## src/rtl/ifetch_ctrl.sv

```systemverilog
// rtl/ifetch_ctrl.sv - instruction fetch controller with ready/valid decode handoff, redirect and halt
// Optional fetch-bound fault checking is enabled by defining FETCH_BOUND_EN.
module ifetch_ctrl #(
  parameter logic [31:0] RESET_PC = 32'h00000000,
  parameter logic [31:0] ROM_LAST = 32'h00000018
) (
  input  logic        clk,
  input  logic        rst_n,
  output logic [31:0] rom_addr,
  input  logic [31:0] rom_data,
  output logic [31:0] inst_out,
  output logic [31:0] pc_out,
  output logic        inst_valid,
  input  logic        inst_ready,
  input  logic        redirect_valid,
  input  logic [31:0] redirect_pc,
  input  logic        halt,
  output logic        fault
);

`ifdef FETCH_BOUND_EN
  localparam logic BOUND_EN = 1'b1;
`else
  localparam logic BOUND_EN = 1'b0;
`endif

  typedef enum logic [1:0] {S_FETCH, S_STALL, S_HALTED, S_FAULT} state_t;

  state_t      r_state, w_state_nxt;
  logic [31:0] r_fpc, w_fpc_nxt;
  logic [31:0] r_inst, w_inst_nxt;
  logic [31:0] r_pc, w_pc_nxt;
  logic        r_valid, w_valid_nxt;
  logic        r_fault, w_fault_nxt;

  logic        w_load;
  logic [31:0] w_target;
  logic        w_fpc_oob;
  logic        w_tgt_oob;

  assign w_load    = !r_valid | inst_ready;
  assign w_target  = redirect_pc & 32'hFFFF_FFFC;
  assign w_fpc_oob = BOUND_EN && (r_fpc > ROM_LAST);
  assign w_tgt_oob = BOUND_EN && (w_target > ROM_LAST);

  always_comb begin
    w_state_nxt = r_state;
    w_fpc_nxt   = r_fpc;
    w_inst_nxt  = r_inst;
    w_pc_nxt    = r_pc;
    w_valid_nxt = r_valid;
    w_fault_nxt = r_fault;
    case (r_state)
      S_FETCH, S_STALL: begin
        if (redirect_valid) begin
          w_fpc_nxt   = w_target;
          w_valid_nxt = 1'b0;
          w_state_nxt = S_FETCH;
        end else if (w_load) begin
          // A pending instruction is always handed off before halt takes effect
          if (halt) begin
            w_valid_nxt = 1'b0;
            w_state_nxt = S_HALTED;
          end else if (w_fpc_oob) begin
            w_valid_nxt = 1'b0;
            w_fault_nxt = 1'b1;
            w_state_nxt = S_FAULT;
          end else begin
            w_inst_nxt  = rom_data;
            w_pc_nxt    = r_fpc;
            w_valid_nxt = 1'b1;
            w_fpc_nxt   = r_fpc + 32'd4;
            w_state_nxt = S_FETCH;
          end
        end else begin
          w_state_nxt = S_STALL;
        end
      end
      S_HALTED: begin
        w_valid_nxt = 1'b0;
        if (redirect_valid && !halt) begin
          w_fpc_nxt   = w_target;
          w_state_nxt = S_FETCH;
        end
      end
      S_FAULT: begin
        w_valid_nxt = 1'b0;
        if (redirect_valid) begin
          w_fpc_nxt = w_target;
          if (!w_tgt_oob) begin
            w_fault_nxt = 1'b0;
            w_state_nxt = S_FETCH;
          end
        end
      end
      default: w_state_nxt = S_FETCH;
    endcase
  end

  always_ff @(posedge clk or negedge rst_n) begin
    if (!rst_n) begin
      r_state <= S_FETCH;
      r_fpc   <= RESET_PC;
      r_inst  <= 32'h0;
      r_pc    <= 32'h0;
      r_valid <= 1'b0;
      r_fault <= 1'b0;
    end else begin
      r_state <= w_state_nxt;
      r_fpc   <= w_fpc_nxt;
      r_inst  <= w_inst_nxt;
      r_pc    <= w_pc_nxt;
      r_valid <= w_valid_nxt;
      r_fault <= w_fault_nxt;
    end
  end

  assign rom_addr   = r_fpc;
  assign inst_out   = r_inst;
  assign pc_out     = r_pc;
  assign inst_valid = r_valid;
  assign fault      = BOUND_EN & r_fault;

endmodule

```

## config.mk

```make
export PLATFORM = sky130hd
export DESIGN_NAME = ifetch_ctrl
export DESIGN_NICKNAME = d
export VERILOG_FILES = /design/src/rtl/ifetch_ctrl.sv
export SDC_FILE = /design/constraint.sdc
export NUM_CORES = 1
export LEC_CHECK = 0
export CAP_MARGIN = 20
export CELL_PAD_IN_SITES_DETAIL_PLACEMENT = 0
export CELL_PAD_IN_SITES_GLOBAL_PLACEMENT = 2
export CORE_MARGIN = 4
export CORE_UTILIZATION = 25
export CTS_CLUSTER_SIZE = 16
export DETAILED_ROUTE_END_ITERATION = 10
export DONT_BUFFER_PORTS = 1
export HOLD_SLACK_MARGIN = 0.08
export PLACE_DENSITY_LB_ADDON = 0.1
export SLEW_MARGIN = 30
export SYNTH_ARGS = -nofsm -noshare
export SYNTH_HDL_FRONTEND = slang
export SYNTH_SLANG_ARGS = --single-unit
```

## constraint.sdc

```tcl
create_clock -name clk -period 1.79 [get_ports clk]
set_clock_uncertainty 0.05 [all_clocks]
set_input_delay 0.179 -clock clk [delete_from_list [all_inputs] [get_ports clk]]
set_output_delay 0.179 -clock clk [all_outputs]
set_load 0.005 [all_outputs]
```

==> results of run 1 <==
## cell usage in the layout (no fill, tap or decap), types with 4 or more instances in the layout
cell | netlist | routed
buf_12 | 0 | 6
dlygate4sd3_1 | 0 | 58
dfrtp_1 | 95 | 92
nor3_1 | 15 | 13
nand2_1 | 203 | 202
a311oi_1 | 6 | 6
nand3_1 | 20 | 18
nand4_1 | 7 | 7
nor3_2 | 3 | 5
buf_4 | 5 | 65
o21ai_0 | 22 | 22
a21oi_1 | 32 | 30
nor2_1 | 15 | 13
clkbuf_16 | 0 | 9
o22ai_1 | 8 | 8
nand3_2 | 2 | 4
or3_1 | 9 | 9
conb_1 | 1 | 5
## how the worst min path moves through the flow
stage / cells after the start / endpoint / slack [ns] / startpoint
5_1_grt: 0 / inst_out[27]$_DFFE_PN0P_ / -0.55 / rst_n
4_1_cts: 0 / inst_out[6]$_DFFE_PN0P_ / -0.54 / rst_n
3_3_place_gp: 0 / inst_out[25]$_DFFE_PN0P_ / -0.16 / rst_n
2_1_floorplan: 0 / inst_out[0]$_DFFE_PN0P_ / -0.17 / rst_n
6_report: 0 / inst_out[27]$_DFFE_PN0P_ / -0.52 / rst_n
3_5_place_dp: 0 / inst_out[27]$_DFFE_PN0P_ / -0.16 / rst_n
## worst max-delay path, stage by stage, from the launching register on
cell	delay, ns
dfrtp_2	0.41
nand3_2	0.10
or4_4	0.62
nor4_4	0.26
and2_1	0.18
nor3_2	0.04
## metal layers
metal,up-vias,part of all wire [%],track usage [%],wire length (um)
met1,2005,45,20.7,7010
met5,-,0,0,0
met3,9,8.1,5.11,1250
li1,2002,-,-,-
met2,114,46,24.5,7090
met4,0,0.80,3.59,124
## sequential cells by signal (all words and copies together), names as in the netlist
name        count
rom_addr       30
inst_out       32
r_state         2
pc_out         30
inst_valid      1
## through the flow
stage,setup TNS (ns),setup WS (ns),instance area [um2],instances
after CTS,-0.0260,-0.0173,6120,858
after detailed placement,-0.121,-0.0667,5210,780
after global placement,-0.0647,-0.0647,5210,780
after global routing,-0.391,-0.0867,6190,864
final,0,0.00271,6190,865
after floorplan,-0.0282,-0.0234,4550,529
## repair_timing
action | in CTS | in global routing
setup endpoints to repair | 5 | 12
hold buffers | 57 | 1
gates resized for setup | 8 | 9
pin swaps | 3 | 6
hold endpoints to repair | 153 | 96
setup buffers | 5 | 3
## area by class of cell
cell class                 count  area [um2]
tap                          225         282
inverter                       3        11.3
fill                        1857       11300
antenna                        3        7.51
clock inverter                 5        33.8
timing repair buffer         130        1200
multi-input combinational    393        2030
clock buffer                  11         243
sequential                    95        2380
## power groups by stage
stage / Sequential (mW) / Clock, mW / Combinational (mW)
after floorplan: 3.22 / 0 / 0.922
after global placement: 3.28 / 0 / 1.66
after detailed placement: 3.29 / 0 / 1.69
final: 3.23 / 1.82 / 1.84
after global routing: 3.32 / 2.02 / 2.09
after CTS: 3.26 / 1.93 / 1.84
## cell usage after synthesis (2+ instances only)
master and count:
a311oi_1 6, inv_1 3, a211oi_1 3, nand3_1 20, nand4_4 2, clkbuf_1 15, and2_1 3, buf_6 3
o22ai_1 8, buf_2 10, nor3_2 3, a2bb2oi_1 3, dfrtp_1 95, a21oi_1 32, nor3_1 15, or4_1 3
nand4_1 7, buf_4 5, o21ai_0 22, and3_1 6, nand2_1 203, nand3_2 2, or3_1 9, a32oi_1 3
buf_1 5, o211ai_1 2, nor2_1 15, o32ai_1 2
## logic make-up (layout without fill, tap and decap cells)
| family | after synthesis | in the layout |
|---|---|---|
| AO/OA/AOI/OAI | 89 | 89 |
| adder cells (fa/ha/maj) | 1 | 1 |
| buffers and inverters | 41 | 149 |
| flip-flops | 95 | 95 |
| other | 1 | 8 |
| AND/OR/NAND/NOR | 298 | 298 |
==> metrics.md, run 1 <==
| Metric | Value |
|---|---|
| Status | `finished, violations left` |
| Failing checks | `negative hold slack` |
| Clock group share of total power | `26.5%` |
| Synth Area in XOR/XNOR | `0%` |
| Largest net degree at the start of global routing | `96` |
| Ys flop type | `dfrtp_1` |
| FF-to-FF Start | `rom_addr[2]$_DFFE_PN0P_` |
| Row Count | `48` |
| Required time at the worst-slack endpoint | `1.97 ns` |
| Detailed router's first-iteration violation count | `177` |
| Distinct cell type count after synthesis | `48` |
| Yosys top cell area share | `52.7%` |
| Layout cell share with drive strength beyond 1 | `19.2%` |
| CTS tree | `yes` |
| Fin crit period | `1.79 ns` |
| Power Density | `1110 nW/um2` |
| Mapped Cells | `525` |
| Post-synthesis adder-cell area fraction | `0.278%` |
| Routed Antenna Nets | `0` |
| Max FO, Critical Path | `4` |
| Synthesized flop and latch total | `95` |
| First-pass detailed-route iteration total | `4` |
| Io pins | `167` |
| Final net count | `702` |
| Total Wirelength | `15.5 mm` |
| Skew-Pair Late Insertion Delay | `0.35 ns` |
| Reg power frac | `46.9%` |
| Post-synth ARST share | `100%` |
| WHS | `-0.524 ns` |
| Width of the die | `142 um` |
| Syn-to-layout area delta | `37.4%` |
| Final Hold Vio Count | `95` |
| # clock sinks | `95` |
| Leakage | `2.81 nW` |
| Wire per inst | `17.9 um` |
| H-tree levels | `3` |
| Sw frac | `34.0%` |
| Slew Limit Fails | `0` |
| Clock root buffer | `clkbuf_16` |
| Grt total ovfl | `0` |
| CP Capture Point | `rom_addr[29]$_DFFE_PN0P_` |
| Vias in the first global route | `4276` |
| RSZ-0062 raised after global routing | `true` |
| Clock-pin slew on the worst setup and hold paths | `0.06 ns` |
| CTS Buffer Depth | `2` |
| Vias | `4130` |
| CTS buffer count | `9` |
| Part of the cycle the worst path needs | `99.8%` |
| Compound-cell area share of the yosys netlist | `12.1%` |
| Port Buffers | `0` |
| Worst R2R End | `rom_addr[29]$_DFFE_PN0P_` |
| Share of the yosys chip area belonging to registers | `52.7%` |
| Setup crit start kind | `flop` |
| Via-to-Cell Ratio | `4.77` |
| Synthesized area | `4510 um2` |
| P_sw | `2.35 mW` |
| Setup CP Type | `reg -> reg` |
| Die height | `142 um` |
| Reg2reg path depth | `5` |
| Post-synth EDFFs | `0` |
| Critical Path Start | `rom_addr[2]$_DFFE_PN0P_` |
| Initial antenna violation count | `2` |
| # DRC | `0` |
| Yosys top cell by area | `dfrtp_1` |
| Hold Crit Class | `in -> async` |
| Arrival @ worst endpoint | `1.96 ns` |
| Area share of and/or/nand/nor cells after synthesis | `30.2%` |
| Comb pwr share | `26.7%` |
| Starting Density | `25.8%` |
| Worst setup EP type | `flop` |
| Peak supply drop | `0.000433 V` |
| Setup-failing EPs final | `0` |
| Total GRT Usage | `15.5%` |
| Yosys warnings | `0` |
| Final core utilization | `35.4%` |
| Fmax | `560 MHz` |
| Number of max-cap violations | `0` |
| Die Area | `20200 um2` |
| Power consumption | `6.90 mW` |
| Synth top area cells | `dfrtp_1 (53%), nand2_1 (17%), a21oi_1 (3.6%)` |
| CORE AREA | `17500 um2` |
| DPL Wire Length | `11.0 mm` |
| Routability Congestion | `0.762` |
| Avg Inst Size Synth | `8.58 um2` |
| Worst R2R Setup Slack | `0.003 ns` |
| First-pass GRT wire length | `24.6 mm` |
| Largest family of logic cells by synthesized area | `simple AND/OR/NAND/NOR gates` |
| Internal power | `4.55 mW` |
| Post-synthesis mux area share | `0%` |
Power figures use the tool's default switching activity.
==> run 2, diff against run 1 <==
--- a/config.mk
+++ b/config.mk
@@ -10,11 +10,13 @@
 export CELL_PAD_IN_SITES_GLOBAL_PLACEMENT = 2
 export CORE_MARGIN = 4
 export CORE_UTILIZATION = 25
+export CTS_CLUSTER_DIAMETER = 30
 export CTS_CLUSTER_SIZE = 16
 export DETAILED_ROUTE_END_ITERATION = 10
 export DONT_BUFFER_PORTS = 1
 export HOLD_SLACK_MARGIN = 0.08
 export PLACE_DENSITY_LB_ADDON = 0.1
+export SETUP_SLACK_MARGIN = 0.15
 export SLEW_MARGIN = 30
 export SYNTH_ARGS = -nofsm -noshare
 export SYNTH_HDL_FRONTEND = slang
==> run 2 against run 1 <==
  * The run ends with negative hold slack, negative setup slack left
  * Cell count rose by 2.2%
  * Core utilization is 2.7 points higher
  * Via count increased by 2.3%
  * Sequential power about the same
  * Design area rose by 7.7%
  * Clock-buffer cell count grew 2
  * Worst setup slack lost 0.029 ns
  * Non-clock buffer count up 21
  * Largest cell class unchanged
  * Largest power group unchanged
==> metrics.md, run 2 (same netlist as run 1, synthesis figures left out) <==
| Metric | Value |
|---|---|
| Max FO, Critical Path | `5` |
| Met2 routed WL | `8.30 mm` |
| Critical path's slowest cell | `or4_4` |
| Met3 WL post-DR | `1.21 mm` |
| Total GRT Usage | `15.3%` |
| CTS Buffer Depth | `2` |
| First-pass GRT wire length | `24.1 mm` |
| Commonest non-fill, non-tap cell in the layout | `nand2_1` |
| Largest net degree at the start of global routing | `96` |
| DRT met1 WL | `7.39 mm` |
| Fin crit period | `1.82 ns` |
| Crit-path cells | `nand3_2, or4_4, nor4_4, nor3_1, nor3_2` |
| CORE AREA | `17500 um2` |
| Buf+Inv Stages, Crit Path | `0` |
| Via-to-Cell Ratio | `4.78` |
| DPL Wire Length | `10.8 mm` |
| Worst setup EP type | `flop` |
| Status | `finished, violations left` |
| Leakage | `3.01 nW` |
| Port Buffers | `0` |
| Final net count | `723` |
| Highest-count cells in the layout ignoring fill and taps | `nand2_1 (202), dfrtp_1 (90), buf_4 (66)` |
| Row Count | `48` |
| Wire per inst | `19.3 um` |
| H-tree levels | `3` |
| Skew-Pair Late Insertion Delay | `0.35 ns` |
| Clock root buffer | `clkbuf_16` |
| Dpl cell area | `5200 um2` |
| Multi-input logic area | `2200 um2` |
| Fmax | `550 MHz` |
| Non-filler cells, final | `884` |
| Width of the die | `142 um` |
| Storage cell area | `2380 um2` |
| Slowest stage delay, CP | `0.65 ns` |
| Number of max-cap violations | `0` |
| Vias | `4225` |
| Setup CP Type | `reg -> reg` |
| First-pass detailed-route iteration total | `4` |
| Routability Congestion | `0.750` |
| Post-Place Cells | `774` |
| Io pins | `167` |
| Die height | `142 um` |
| Hold Crit Class | `in -> async` |
| Clock-pin slew on the worst setup and hold paths | `0.07 ns` |
| Top layer in use | `met4` |
| Setup crit start kind | `flop` |
| Delay-heaviest family, CP | `simple AND/OR/NAND/NOR gates` |
| Arrival @ worst endpoint | `2.04 ns` |
| Initial antenna violation count | `1` |
| Pre-CTS WS | `-0.0693 ns` |
| Max reg flops | `32` |
| Syn-to-layout area delta | `47.9%` |
| WHS | `-0.531 ns` |
| # hold bufs at CTS | `56` |
| Vias in the first global route | `4254` |
| # DRC | `0` |
| Die Area | `20200 um2` |
| CTS buffer count | `9` |
| RSZ-0062 raised after global routing | `true` |
| Post-route setup slack | `-0.0267 ns` |
| # clock sinks | `95` |
| Total Wirelength | `17.1 mm` |
| Peak supply drop | `0.000455 V` |
| Layout cell share with drive strength beyond 1 | `24.6%` |
| CTS tree | `yes` |
| Final Hold Vio Count | `95` |
| Setup-failing EPs final | `1` |
| Slew Limit Fails | `0` |
| Required time at the worst-slack endpoint | `2.01 ns` |
| # fillers | `1796` |
| Power Density | `1070 nW/um2` |
| Final Instance Area | `6670 um2` |
| Routed Antenna Nets | `0` |
| Part of the cycle the worst path needs | `101%` |
| Grt total ovfl | `0` |
| Starting Density | `25.8%` |
| Power consumption | `7.14 mW` |
| Detailed router's first-iteration violation count | `137` |
| Failing checks | `negative hold slack, negative setup slack` |
[run 2: path summary, 6_finish.rpt]
check                                        startpoint  cells after the start  slack, ns                        to
worst min-delay path                              rst_n                      0      -0.53  inst_out[11]$_DFFE_PN0P_
worst max-delay path            rom_addr[9]$_DFFE_PN0P_                      5      -0.03  rom_addr[29]$_DFFE_PN0P_
max in group asynchronous                         rst_n                      0       2.09  rom_addr[16]$_DFFE_PN0P_
worst max register to register  rom_addr[9]$_DFFE_PN0P_                      5      -0.03  rom_addr[29]$_DFFE_PN0P_
worst min register to register  inst_out[6]$_DFFE_PN0P_                      2       0.46   inst_out[6]$_DFFE_PN0P_
min in group clk                         redirect_valid                      3       0.10  rom_addr[23]$_DFFE_PN0P_
[run 2: report_power, final]
| part | internal [mW] | switching, mW | leakage (nW) |
|---|---|---|---|
| logic | 1.01 | 1.08 | 1.74 |
| clock network | 0.944 | 0.847 | 0.120 |
| registers | 2.73 | 0.527 | 1.15 |
| total | 4.68 | 2.46 | 3.01 |
[run 2: through the flow]
stage / util, % / hold slack (ns) / setup TNS, ns
after floorplan: - / -0.167 / 0
after global placement: 29.7 / -0.164 / -0.0458
after detailed placement: 29.7 / -0.163 / -0.0991
after CTS: 35.3 / -0.547 / 0
after global routing: 38.2 / -0.555 / -0.347
final: 38.2 / -0.531 / -0.0267
[run 2: area by class of cell]
| class | instances | area share (%) |
|---|---|---|
| inverters | 3 | 0.169 |
| clock buffers | 13 | 3.60 |
| repair buffers | 151 | 23.0 |
| flip-flops and latches | 95 | 35.7 |
| clock inverters | 3 | 0.300 |
| well taps | 225 | 4.22 |
| diodes | 1 | 0.0375 |
| multi-input cells | 393 | 32.9 |
[run 2: what timing repair did]
action                                  4_1_cts  5_1_grt
endpoints found under the setup margin       69       74
setup buffers                                10       20
hold endpoints to repair                    152       95
gates cloned                                  0        7
pin swaps                                     8       21
resized for setup                            19       49
[run 2: worst register-to-register path, stage by stage, from the launching register on]
cell	delay, ns
dfrtp_1	0.38
nand3_2	0.12
or4_4	0.65
nor4_4	0.28
nor3_1	0.09
nor3_2	0.17
[run 2: layer usage]
metal  global-route usage (%)  vias up
met2                     25.7      124
met1                     19.2     2036
met5                        0        -
met4                     3.99        0
met3                     4.67       13
li1                         -     2052
